--- src/rtl/csa_ks_packer.sv ---
// csa_ks_packer: drops init slices, packs 2-bit keystream slices MSB-first into bytes, buffers them in a 2-entry FIFO
module csa_ks_packer #(
  parameter int INIT_ROUNDS = 32,
  parameter int NBYTES = 8
) (
  input  logic       clk,
  input  logic       rst_n,
  input  logic       start,
  input  logic [1:0] ks_in,
  input  logic       ks_valid,
  output logic       ks_ready,
  output logic [7:0] byte_out,
  output logic       byte_valid,
  input  logic       byte_ready,
  output logic       busy,
  output logic       done
);
  localparam int IW = INIT_ROUNDS > 0 ? $clog2(INIT_ROUNDS + 1) : 1;
  localparam int BW = $clog2(NBYTES + 1);
  localparam logic [IW-1:0] ILAST = IW'(INIT_ROUNDS > 0 ? INIT_ROUNDS - 1 : 0);
  localparam logic [BW-1:0] BLAST = BW'(NBYTES - 1);
  typedef enum logic [2:0] {IDLE, INIT, RUN, DRAIN, DONE} state_t;
  state_t state, state_n;
  logic [IW-1:0] icnt;
  logic [BW-1:0] bcnt;
  logic [1:0] scnt, cnt;
  logic [7:0] sreg;
  logic [7:0] mem [2];
  logic wp, rp, acc, push, pop;
  assign ks_ready = state == INIT || (state == RUN && cnt != 2'd2);
  assign acc = ks_valid && ks_ready;
  assign push = state == RUN && acc && scnt == 2'd3;
  assign byte_valid = cnt != 2'd0;
  assign pop = byte_valid && byte_ready;
  assign byte_out = mem[rp];
  assign busy = state != IDLE;
  assign done = state == DONE;
  always_comb begin
    state_n = state;
    case (state)
      IDLE:    state_n = start ? (INIT_ROUNDS > 0 ? INIT : RUN) : IDLE;
      INIT:    state_n = acc && icnt == ILAST ? RUN : INIT;
      RUN:     state_n = push && bcnt == BLAST ? DRAIN : RUN;
      DRAIN:   state_n = cnt == 2'd0 ? DONE : DRAIN;
      DONE:    state_n = IDLE;
      default: state_n = IDLE;
    endcase
  end
  always_ff @(posedge clk) begin
    if (!rst_n) begin
      state <= IDLE;
      icnt <= '0;
      bcnt <= '0;
      scnt <= '0;
      sreg <= '0;
      mem[0] <= '0;
      mem[1] <= '0;
      wp <= 1'b0;
      rp <= 1'b0;
      cnt <= '0;
    end else begin
      state <= state_n;
      if (state == IDLE && start) begin
        icnt <= '0;
        bcnt <= '0;
        scnt <= '0;
      end
      if (state == INIT && acc) icnt <= icnt + 1'b1;
      if (state == RUN && acc) begin
        sreg[{~scnt, 1'b0} +: 2] <= ks_in;
        scnt <= scnt + 1'b1;
      end
      if (push) begin
        mem[wp] <= {sreg[7:2], ks_in};
        wp <= ~wp;
        bcnt <= bcnt + 1'b1;
      end
      if (pop) rp <= ~rp;
      cnt <= cnt + {1'b0, push} - {1'b0, pop};
    end
  end
endmodule

--- config.mk ---
export PLATFORM = sky130hd
export DESIGN_NAME = csa_ks_packer
export DESIGN_NICKNAME = d
export VERILOG_FILES = /design/src/rtl/csa_ks_packer.sv
export SDC_FILE = /design/constraint.sdc
export NUM_CORES = 1
export LEC_CHECK = 0
export ABC_AREA = 1
export BUFFER_PORTS_ARGS = -buffer_cell sky130_fd_sc_hd__buf_2
export CAP_MARGIN = 10
export CELL_PAD_IN_SITES_DETAIL_PLACEMENT = 1
export CELL_PAD_IN_SITES_GLOBAL_PLACEMENT = 2
export CORE_MARGIN = 2
export CORE_UTILIZATION = 38
export DETAILED_ROUTE_END_ITERATION = 16
export GPL_ROUTABILITY_DRIVEN = 0
export GPL_TIMING_DRIVEN = 0
export PLACE_DENSITY_LB_ADDON = 0.05
export SYNTH_ARGS = -nofsm -noshare
export SYNTH_HDL_FRONTEND = slang
export SYNTH_SLANG_ARGS = --single-unit
--- constraint.sdc ---
create_clock -name clk -period 4.9 [get_ports clk]
set_input_delay 0.245 -clock clk [delete_from_list [all_inputs] [get_ports clk]]
set_output_delay 0.245 -clock clk [all_outputs]
set_load 0.01 [all_outputs]
==> results.sh <==
export IMPL_placed_cells=315
export IMPL_finalHoldViolations=0
export IMPL_critPathCaptureType="flip-flop"
export IMPL_period_minus_slack_ns=1.97
export IMPL_worstSetupStartpoint="scnt[0]"
export IMPL_timing_max_slew_rel_slack_pct=69.6
export IMPL_filler_cell_count=648
export IMPL_synthToLayoutAreaGrowth_pct=14.3
export IMPL_syn_mean_instance_area_um2=8.79
export IMPL_finClkSkew_ns=0.00655
export IMPL_design_area_um2=2290
export IMPL_pin_count_of_the_biggest_net_entering_global_routing=14
export IMPL_grt_pass1_wl_mm=7.23
export IMPL_dieArea_um2=5870
export IMPL_timing_setup_critical_path_class="flip-flop to flip-flop"
export IMPL_cts_buffers=5
export IMPL_post_synth_num_cell_types=29
export IMPL_hold_buffers=0
export IMPL_final_cell_count_no_fill=324
export IMPL_route_final_wire_length_mm=4.18
export IMPL_yosysSeqAreaShare_pct=50.0
export IMPL_clk_root_buffer_cell="sky130_fd_sc_hd__clkbuf_8"
export IMPL_cp_endpoint="mem[1][5]"
export IMPL_tritonroute_pass_1_iters=4
export IMPL_maxCapViolations=0
export IMPL_syn_area_um2=2000
export IMPL_syn_instance_count=228
export IMPL_iteration_0_drc_count_of_the_detailed_router=28
export IMPL_post_dp_hpwl_mm=3.16
export IMPL_layout_drive_gt1_share_pct=18.5
export IMPL_syn_nets=242
export IMPL_grt_overflow=0
export IMPL_route_vias_total=1535
export IMPL_avgRoutedWirePerCell_um=12.9
export IMPL_core_area_um2=5110
export IMPL_critPathRequiredTime_ns=4.86
export IMPL_synth_area_leaders="sky130_fd_sc_hd__dfxtp_1 (26%), sky130_fd_sc_hd__edfxtp_1 (24%), sky130_fd_sc_hd__nand2_1 (7.5%), sky130_fd_sc_hd__nor2_1 (6.2%), sky130_fd_sc_hd__a21oi_1 (4.5%)"
export IMPL_power_density_nw_per_um2=296
export IMPL_via_density_per_instance=4.74
export IMPL_clock_path_buffers=2
export IMPL_ff2ff_path_depth=5
export IMPL_initial_core_util_pct=39.2
export IMPL_status="finished, final reports clean"
export IMPL_tritoncts="yes"
export IMPL_p_leak_nw=0.907
export IMPL_worst_r2r_startpoint="scnt[0]"
export IMPL_clock_slew_seen_by_the_registers_of_the_worst_setup_and_hold_paths_ns=0.08
export IMPL_floorplan_rows=26
export IMPL_cp_arrival_ns=1.93
export IMPL_diodes=0
export IMPL_timing_critical_path_from_type="flip-flop"
export IMPL_path_max_fanout=9
export IMPL_max_vdd_ir_drop_uv=129
export IMPL_die_x_um=76.6
export IMPL_final_net_count=267
export IMPL_antenna_found_initial=0
export IMPL_floorplan_io_pins=19
export IMPL_cts_htree_levels=2
export IMPL_worstReg2RegEnd="mem[1][5]"
export IMPL_placed_cell_area_um2=2180
export IMPL_holdCritPathClass="primary input to flip-flop"
export IMPL_layout_commonest_cell="sky130_fd_sc_hd__nand2_1"
export IMPL_die_y_um=76.6
export IMPL_mostFrequentLayoutCells="sky130_fd_sc_hd__nand2_1 (40), sky130_fd_sc_hd__nor2_1 (33), sky130_fd_sc_hd__dfxtp_1 (26)"
export IMPL_clock_sink_count=42
export IMPL_detail_route_antenna_nets=0
export IMPL_drc_errors=0
export IMPL_timing_max_transition_violations_final=0
export IMPL_postCtsResizedCells=0
export IMPL_buffer_ports_inserted=17
export IMPL_final_hold_worst_slack_ns=0.294
export IMPL_synth_top_cell_area_share_pct=26.0
export IMPL_worst_pin_slew_ns=0.456
export IMPL_reg2reg_setup_slack_ns=2.93
export IMPL_overall_track_demand_over_capacity_in_global_routing_pct=15.6
export IMPL_unrepaired_setup_endpoints_after_global_routing="false"
export IMPL_synth_top_cell_by_area="sky130_fd_sc_hd__dfxtp_1"
export IMPL_fin_tns_setup_ns=0
export IMPL_period_share_pct=40.1
export IMPL_cts_repair_timing_setup_buffer_count=0
export IMPL_achievable_frequency_mhz=508
export IMPL_worst_skew_pair_late_latency_ns=0.30
export IMPL_yosysWarnings=0
export IMPL_via_count_of_the_first_global_routing_pass=1550
export IMPL_hold_path_startpoint="ks_in[1]"
export IMPL_timing_final_setup_violations=0
export IMPL_ys_seq_elements=42
-- worst max-delay path: stages (launching register included) --
cell and delay (ns):
sky130_fd_sc_hd__dfxtp_1 0.43, sky130_fd_sc_hd__ha_1 0.28, sky130_fd_sc_hd__inv_1 0.14, sky130_fd_sc_hd__nor2_4 0.21
sky130_fd_sc_hd__nand3_2 0.21, sky130_fd_sc_hd__nand2_1 0.36
-- worst min-delay path by stage --
stage,endpoint,slack (ns),cells past startpoint
5_1_grt,mem[1][0],0.33,3
4_1_cts,mem[1][1],0.29,3
3_3_place_gp,rp,0.44,1
2_1_floorplan,flip-flop,0.43,1
3_5_place_dp,sreg[2],0.46,2
6_report,mem[1][1],0.29,3
-- cells in the mapped netlist --
master,instances
sky130_fd_sc_hd__a21boi_0,1
sky130_fd_sc_hd__a21oi_1,18
sky130_fd_sc_hd__a31oi_1,1
sky130_fd_sc_hd__buf_2,1
sky130_fd_sc_hd__clkbuf_1,2
sky130_fd_sc_hd__clkinv_1,1
sky130_fd_sc_hd__dfxtp_1,26
sky130_fd_sc_hd__edfxtp_1,16
sky130_fd_sc_hd__ha_1,7
sky130_fd_sc_hd__inv_1,24
sky130_fd_sc_hd__inv_2,3
sky130_fd_sc_hd__mux2_2,8
sky130_fd_sc_hd__nand2_1,40
sky130_fd_sc_hd__nand2_4,2
sky130_fd_sc_hd__nand3_1,14
sky130_fd_sc_hd__nand3_2,2
sky130_fd_sc_hd__nand3b_1,3
sky130_fd_sc_hd__nand4_1,2
sky130_fd_sc_hd__nand4_2,1
sky130_fd_sc_hd__nand4_4,1
sky130_fd_sc_hd__nor2_1,33
sky130_fd_sc_hd__nor2_4,4
sky130_fd_sc_hd__nor3_1,1
sky130_fd_sc_hd__nor4_1,1
sky130_fd_sc_hd__o21a_1,1
sky130_fd_sc_hd__o21ai_0,11
sky130_fd_sc_hd__o21ai_1,1
sky130_fd_sc_hd__or2_2,1
sky130_fd_sc_hd__xnor2_1,2
-- metal layers --
metal  vias to the layer above  global-route usage (%)  routed length [um]
met2                        21                    27.3                2070
met1                       706                    18.4                1900
met5                         -                       0                   0
met4                         0                    6.00                  69
li1                        801                       -                   -
met3                         7                    3.91                 143
-- registers in the layout, summed over array words and instances (netlist names), named ones only --
signal / flops
bcnt: 4
cnt: 2
icnt: 6
mem: 16
rp: 1
scnt: 2
sreg: 6
state: 3
wp: 1
-- cells by family after synthesis --
group | synth area share (%)
AO/OA/AOI/OAI | 8.56
XOR/XNOR | 0.875
adder cells (fa/ha/maj) | 4.37
buffers and inverters | 5.87
flip-flops | 50.0
multiplexers | 4.50
AND/OR/NAND/NOR | 25.9
-- final cells by class --
cell class,count,area [um2],share of cell area (%)
clock buffer,6,72.6,3.17
tap,70,87.6,3.83
inverter,28,105,4.59
sequential,42,1000,43.7
buffer,3,12.5,0.546
timing repair buffer,18,92.6,4.04
multi-input combinational,155,885,38.6
clock inverter,2,33.8,1.48
-- through the flow --
step	utilization [%]	setup slack (ns)	total power, W
final	44.8	2.93	0.000678
after global routing	44.8	2.75	0.000709
after CTS	44.7	2.54	0.000686
after detailed placement	42.6	2.55	0.000420
after global placement	42.6	2.56	0.000420
after floorplan	-	3.05	0.000405
-- where the power goes --
part           switching, W  total [W]  internal (W)
registers        0.00000366   0.000373      0.000369
clock network      0.000116   0.000267      0.000150
logic             0.0000247  0.0000387     0.0000140
total              0.000145   0.000678      0.000533
Note: power is estimated with default switching activity, not from simulation.
